[config.mk]
export PLATFORM = sky130hd
export DESIGN_NAME = rst_sequencer
export DESIGN_NICKNAME = d
export VERILOG_FILES = /design/src/rtl/rst_sequencer.sv
export SDC_FILE = /design/constraint.sdc
export NUM_CORES = 1
export LEC_CHECK = 0
export ABC_AREA = 1
export ABC_CLOCK_PERIOD_IN_PS = 2100
export CORE_MARGIN = 5
export CORE_UTILIZATION = 40
export DETAILED_ROUTE_END_ITERATION = 10
export HOLD_SLACK_MARGIN = 0.1
export PLACE_DENSITY_LB_ADDON = 0.2
export REMOVE_ABC_BUFFERS = 1
export SYNTH_ARGS = -nofsm -noshare
export SYNTH_HDL_FRONTEND = slang
export SYNTH_SLANG_ARGS = --single-unit
[constraint.sdc]
create_clock -name clk -period 2.1 [get_ports clk]
set_input_delay 0.42 -clock clk [delete_from_list [all_inputs] [get_ports clk]]
set_output_delay 0.42 -clock clk [all_outputs]
set_load 0.02 [all_outputs]
[src/rtl/rst_sequencer.sv]
// rst_sequencer: staged per-domain reset release after a common hold interval,
// with soft-reset replay and a one-cycle done pulse; all state on negedge clk.
module rst_sequencer #(
   parameter int NUM_DOM   = 3,
   parameter int HOLD_CYC  = 16,
   parameter int STAGE_CYC = 8
) (
   input  logic               clk,
   input  logic               rst_n,
   input  logic               soft_rst_req,
   output logic [NUM_DOM-1:0] dom_rst_n,
   output logic               busy,
   output logic               seq_done
);
   localparam int MAXC = HOLD_CYC > STAGE_CYC ? HOLD_CYC : STAGE_CYC;
   localparam int CW   = $clog2(MAXC + 1);
   localparam int IW   = $clog2(NUM_DOM + 1);
   typedef enum logic [1:0] {ASSERT, RELEASE, IDLE} state_t;
   state_t        state;
   logic [CW-1:0] cnt;
   logic [IW-1:0] idx;
   logic          last;
   logic          done;
   assign last = idx == IW'(NUM_DOM - 1);
   // completion is independent of soft_rst_req so a colliding request still sees the pulse
   assign done = cnt == CW'(1) && (state == ASSERT ? NUM_DOM == 1 : state == RELEASE && last);
   always_ff @(negedge clk or negedge rst_n)
      if (!rst_n) begin
         state     <= ASSERT;
         cnt       <= CW'(HOLD_CYC);
         idx       <= '0;
         dom_rst_n <= '0;
         busy      <= 1'b1;
         seq_done  <= 1'b0;
      end else begin
         seq_done <= done;
         if (soft_rst_req) begin
            state     <= ASSERT;
            cnt       <= CW'(HOLD_CYC);
            idx       <= '0;
            dom_rst_n <= '0;
            busy      <= 1'b1;
         end else if (state != IDLE) begin
            if (cnt != CW'(1)) cnt <= cnt - 1'b1;
            else begin
               dom_rst_n <= dom_rst_n | (NUM_DOM'(1) << idx);
               if (done) begin
                  state <= IDLE;
                  busy  <= 1'b0;
                  cnt   <= '0;
               end else begin
                  state <= RELEASE;
                  idx   <= idx + 1'b1;
                  cnt   <= CW'(STAGE_CYC);
               end
            end
         end
      end
endmodule

Word level (Yosys, flattened, before mapping)
Index checks and enable logic that the tools add are counted.
Widths: inputs -> output; s select.
{"block": "totals", "regBits": 14, "latchBits": 0, "mem_bits_rw": 0, "romBits": 0, "inputBits": 3, "out_inout_bits": 5, "elab_cells": 45, "n_memories": 0}
{"block": "classes", "n_addsub": 2, "multipliers": 0, "n_div": 0, "n_lt_le_gt_ge": 0, "n_eq_ne": 7, "shift": 1, "n_mux": 20, "bitwise_logic": 1, "n_reduce_logical": 8}
{"operator": "$mux 2", "n": 8}
{"operator": "$mux 5", "n": 3}
{"operator": "$mux 3", "n": 3}
{"operator": "$ne 2x2->1 const B", "n": 3}
{"operator": "$reduce_and 3->1", "n": 2}
{"operator": "$eq 5x1->1 const B", "n": 1}
{"operator": "$mux 1", "n": 5}
{"operator": "$ne 5x1->1 const B", "n": 1}
{"operator": "$sub 5x1->5 const B", "n": 1}
{"operator": "$mux 4", "n": 1}
{"operator": "$reduce_bool 2->1", "n": 2}
{"operator": "$or 3x3->3", "n": 1}
{"operator": "$shl 1x2->3 const A", "n": 1}
{"operator": "$add 2x1->2 const B", "n": 1}
{"operator": "$eq 2x1->1 const B", "n": 1}
{"operator": "$eq 2x2->1 const B", "n": 1}
{"operator": "$logic_and 1x1->1", "n": 2}
{"operator": "$logic_not 2->1", "n": 1}
{"operator": "$reduce_and 2->1", "n": 1}

Depth between registers and ports, before layout
Gate-level depths: netlist of run 1.
{"block": "depth", "word_depth": 8, "ltp_mapped": 9, "depth_no_buf": 9}

==> results.yml, run 1 <==
layout:
  layout_common_cells: "20 x nand2_1, 13 x inv_1, 12 x nor2_1, 12 x dfrtn_1, 8 x buf_4"
  antenna_cells: 0
  syn_to_final_growth_pct: 25.9
  n_fill_cell: 159
  drive_above_1_share_pct: 27.5
  final_common_cell: "nand2_1"
  finalNetCount: 118
  final-instance-count-excl-fill: 134
worst_setup_path:
  cp_top_family: "flip-flops"
  r2r_slack_ns: 0.74
  reg2reg_from: "cnt[0]"
  crit_path_end_kind: "output port"
  crit_fanout: 2
  critPathBufInv: 1
  crit_slowest_cell: "dfstp_2"
  critPathKind: "reg2out"
  arrival_ns: 2.02
  crit_start: "busy"
  r2r-end: "cnt[3]"
  ff2ff_path_depth: 8
  crit_chain: "buf_6"
  required_ns: 1.68
  cpPeakStageDelay_ns: 0.52
  cp-start-kind: "register"
drt:
  via_count: 582
  drc_errors: 0
  first_iter_violations: 7
  avgViaCountPerCell: 4.34
  routed_wire_length_per_instance_microns: 10.6
  routed_wl_microns: 1420
  dr.pass1.iters: 4
  antenna_left: 0
cts:
  ctsHoldBuffers: 0
  cts_sinks: 14
  cts_max_level: 1
  cts_tree: "done"
  cts_max_path_buffers: 2
  cts-root-buf: "clkbuf_4"
  path_clk_slew_ns: 0.03
  cts_buffers: 3
  clk_latency_ns: 0.33
floorplan:
  initial_core_util_pct: 42.9
  die_h_microns: 53.3
  fp-row-count: 15
  ios: 8
  dieArea_sq_um: 2840
  core_area_sq_um: 1750
  die_w_microns: 53.3
timing:
  final_critical_path_setup_slack_ns: -0.337
  hold_viol_final: 0
  setup_violations: 5
  skew_ns: 0.0527
  max_slew_margin_pct: 87.4
  tightest_slew_ns: 0.187
  rsz0062_at_grt: "yes"
  slew_violations: 0
placement:
  io_buffers: 7
  hpwl_microns: 1120
  gp_congestion: 0.789
  place_ws_ns: -0.471
  numPlacedInstances: 127
min_path:
  min_path_type: "reg2reg"
  min_to: "busy"
  whs_path_depth: 2
  min-delay-start: "busy"
yosys:
  netlist_instances: 90
  synth_area_sq_um: 748
  synth_area_per_cell_sq_um: 8.31
  synth_cell_types: 19
  seq_area_frac_synth_pct: 47.2
  yosysWarnings: 0
  ys_ff_latch: 14
global_routing:
  grt_max_degree: 9
  grt_pass1_wl_microns: 2430
  grt_pass1_vias: 552
  grt_usage_pct: 11.9
  overflow: 0
  antenna_found_initial: 0
run_status:
  violations: "negative setup slack"
  status: "complete, but fails checks"
power_and_ir_drop:
  pwr_density_cell_nw_per_um2: 619
  vdd_drop_max_v: 0.000324
  leakage_nw: 0.486
job:
  drv_cap: 0
synth_stat cells:
cell type | count | area, sq um
nand2_1 | 20 | 75.1
dfstp_2 | 2 | 52.6
a21oi_1 | 4 | 20.0
buf_2 | 1 | 5.00
inv_1 | 12 | 45.0
inv_2 | 3 | 11.3
nand2_2 | 1 | 6.26
ha_1 | 5 | 62.6
nand3_1 | 4 | 20.0
nor2_4 | 2 | 22.5
nand2_4 | 1 | 11.3
nor2_1 | 13 | 48.8
o21ai_1 | 2 | 10.0
o211ai_1 | 1 | 7.51
dfrtn_1 | 12 | 300
nand3_2 | 2 | 20.0
o21ai_0 | 2 | 10.0
nor2_2 | 2 | 12.5
a211oi_1 | 1 | 7.51
flip-flops by register name, indices dropped and copies added (netlist names):
signal	flops
cnt	5
dom_rst_n	3
idx	2
state	2
busy	1
seq_done	1
cell families after synthesis:
kind of cell             Yosys count  synth area share, %
AO/OA/AOI/OAI                     10                 7.36
adder cells (fa/ha/maj)            5                 8.36
buffers and inverters             16                 8.19
flip-flops                        14                 47.2
AND/OR/NAND/NOR                   45                 28.9
layout make-up:
| class | count | area [sq um] | share of cell area (%) |
|---|---|---|---|
| Sequential cell | 14 | 353 | 37.5 |
| Timing Repair Buffer | 15 | 135 | 14.3 |
| Inverter | 14 | 52.6 | 5.58 |
| Clock inverter | 2 | 7.51 | 0.797 |
| Tap cell | 25 | 31.3 | 3.32 |
| Multi-Input combinational cell | 60 | 337 | 35.7 |
| Clock buffer | 4 | 26.3 | 2.79 |
per-stage QoR:
stage	instance area [sq um]	TNS, ns	utilization [%]	hold WS, ns	total power, mW
CTS	932	-1.16	53.4	0.467	0.587
finish	942	-1.14	54.0	0.461	0.583
global placement	890	-6.03	51.0	0.439	0.415
floorplan	743	0	-	0.470	0.381
detailed placement	890	-6.47	51.0	0.451	0.417
global route	942	-1.26	54.0	0.495	0.619
per-layer routing:
layer	share of wire (%)	global-route usage, %	wire length (microns)
met1	50	16.5	710
met2	46	18.4	646
met3	2.9	1.69	41
met4	1.4	5.11	20
met5	0	0	0
power breakdown:
part	switching, mW	internal (mW)	total [mW]
clock network	0.0995	0.0787	0.178
logic	0.0574	0.0415	0.0989
registers	0.0151	0.291	0.306
total	0.172	0.411	0.583
repair_timing:
item	CTS	global route
endpoints found under the setup margin	13	6
buffers inserted	1	1
resized for setup	31	1
gates cloned	0	0
pin swaps	1	0
worst max path at each step:
stage,endpoint,slack [ns],cells past startpoint
5_1_grt,busy,-0.38,1
3_3_place_gp,busy,-0.47,1
4_1_cts,busy,-0.35,1
3_5_place_dp,cnt[2],-0.47,7
6_report,busy,-0.34,1
2_1_floorplan,busy,0.07,0
Note: power is estimated with default switching activity, not from simulation.
==> inputs of run 2 (changes only) <==
--- a/config.mk
+++ b/config.mk
@@ -6,7 +6,7 @@
 export NUM_CORES = 1
 export LEC_CHECK = 0
 export ABC_AREA = 1
-export ABC_CLOCK_PERIOD_IN_PS = 2100
+export ABC_CLOCK_PERIOD_IN_PS = 2200
 export CORE_MARGIN = 5
 export CORE_UTILIZATION = 40
 export DETAILED_ROUTE_END_ITERATION = 10
==> constraint.sdc (replaced) <==
create_clock -name clk -period 2.2 [get_ports clk]
set_input_delay 0.44 -clock clk [delete_from_list [all_inputs] [get_ports clk]]
set_output_delay 0.44 -clock clk [all_outputs]
set_load 0.02 [all_outputs]
==> run 2 against run 1 <==
Compared with the run above: the flow still finishes with violations (negative setup slack); global-route usage is the same; via count down 0.69%; setup slack better by 0.027 ns; critical path depth stayed put; core utilization shrank 0.14 points; cell count is the same; count of clock-buffer cells in the layout stayed put; register-to-register slack better by 0.10 ns; critical path type unchanged; largest cell class unchanged; highest routed layer unchanged.
==> results.yml, run 2 (synthesis gave the netlist of run 1 again) <==
cts:
  clk_latency_ns: 0.34
  ctsHoldBuffers: 0
  cts_sinks: 14
  cts_max_level: 1
  cts_buffers: 3
  cts-root-buf: "clkbuf_4"
  cts_max_path_buffers: 2
  path_clk_slew_ns: 0.03
  cts_tree: "done"
timing:
  final_critical_path_setup_slack_ns: -0.310
  hold_viol_final: 0
  rsz0062_at_grt: "yes"
  max_slew_margin_pct: 87.4
  setup_violations: 5
  skew_ns: 0.0527
  slew_violations: 0
  tightest_slew_ns: 0.187
power_and_ir_drop:
  pwr_density_cell_nw_per_um2: 593
  seqPwrFrac_pct: 52.3
  vdd_drop_max_v: 0.000309
  power_frac_clock_pct: 30.8
  report.power.total_uw: 558
  leakage_nw: 0.486
  p_int_uw: 392
  sw_frac_of_total_pct: 29.7
  pwr-share-comb_pct: 16.9
  power_switching_uw: 165
floorplan:
  die_w_microns: 53.3
  die_h_microns: 53.3
  ios: 8
  dieArea_sq_um: 2840
  core_area_sq_um: 1750
  initial_core_util_pct: 42.9
  fp-row-count: 15
layout:
  n_fill_cell: 159
  largest_register: "cnt"
  layout_common_cells: "20 x nand2_1, 13 x inv_1, 13 x nor2_1"
  largest_register_ffs: 5
  multi_input_area_sq_um: 334
  final_common_cell: "nand2_1"
  syn_to_final_growth_pct: 25.6
  seq_area_sq_um: 353
  fin_area_sq_um: 940
  drive_above_1_share_pct: 26.6
  reg_top3: "cnt: 5 flops, dom_rst_n: 3 flops"
  finalNetCount: 118
  antenna_cells: 0
global_routing:
  overflow: 0
  grt_pass1_wl_microns: 2430
  grt_pass1_vias: 552
  grt_usage_pct: 11.9
  antenna_found_initial: 0
  grt_max_degree: 9
drt:
  avgViaCountPerCell: 4.31
  via_count: 578
  routed_wl_microns: 1410
  dr.pass1.iters: 4
  drc_errors: 0
  antenna_left: 0
  first_iter_violations: 7
  routed_wire_length_per_instance_microns: 10.5
worst_setup_path:
  crit_slowest_cell: "dfstp_2"
  required_ns: 1.76
  crit_path_end_kind: "output port"
  cp-start-kind: "register"
  arrival_ns: 2.07
  critPathBufInv: 1
  crit_chain: "buf_6"
  critPathKind: "reg2out"
  cpPeakStageDelay_ns: 0.52
  crit_fanout: 2
  cp_top_family: "flip-flops"
placement:
  gp_congestion: 0.789
  hpwl_microns: 1120
  place_area_sq_um: 890
  place_ws_ns: -0.441
  io_buffers: 7
job:
  drv_cap: 0
run_status:
  violations: "negative setup slack"
  status: "complete, but fails checks"
min_path:
  min_path_type: "reg2reg"
## run 2: cell counts in the layout (fill, tap and decap cells not counted)
No cell type changed its count.
## run 2: final timing paths
path,from,end,slack [ns],depth (start not counted)
worst max-delay path,busy,busy,-0.31,1
worst min-delay path,busy,busy,0.46,2
worst max register to register,cnt[0],cnt[3],0.84,8
worst min register to register,busy,busy,0.46,2
max in group asynchronous,rst_n,cnt[3],0.52,2
min in group asynchronous,rst_n,state[1],1.51,2
## run 2: worst register-to-register path, cell delays in order (launching register included)
cell and delay (ns):
dfrtn_1 0.43, ha_1 0.17, inv_1 0.06, nor2_2 0.11, nand2_2 0.12, nor2_4 0.14, inv_2 0.05, nand3_1 0.07
nand2_1 0.06
## run 2: per-layer routing
metal / vias to the layer above / GRT usage (%) / share of wire (%)
met2: 9 / 18.4 / 44
li1: 317 / - / -
met4: 0 / 5.11 / 2.6
met5: - / 0 / 0
met1: 247 / 16.5 / 50
met3: 5 / 1.69 / 2.6
## run 2: metrics by stage
step,instances,setup TNS (ns),hold WS (ns),util (%)
3_5_place_dp,127,-5.93,0.451,51.0
3_3_place_gp,127,-5.49,0.439,51.0
4_1_cts,133,-1.01,0.467,53.4
6_report,134,-1.00,0.461,53.8
5_1_grt,134,-1.11,0.495,53.8
2_1_floorplan,89,0,0.470,-
## run 2: area by class of cell
| class | instances | area share, % |
|---|---|---|
| Sequential cell | 14 | 37.5 |
| Multi-Input combinational cell | 60 | 35.6 |
| Timing Repair Buffer | 15 | 14.4 |
| Inverter | 14 | 5.59 |
| Tap cell | 25 | 3.33 |
| Clock buffer | 4 | 2.80 |
| Clock inverter | 2 | 0.799 |
## run 2: power by group through the flow
stage                     Clock [mW]  Combinational [mW]  Sequential, mW
after floorplan              0.00854              0.0610           0.294
after global placement       0.00854              0.0926           0.295
final                          0.172              0.0941           0.292
after CTS                      0.175              0.0937           0.292
after global routing           0.188               0.109           0.294
after detailed placement     0.00854              0.0931           0.296
## run 2: what timing repair did
action	CTS	global route
setup buffers	1	1
pin swaps	1	0
setup endpoints to repair	12	5
gates cloned	0	0
gates resized for setup	31	0
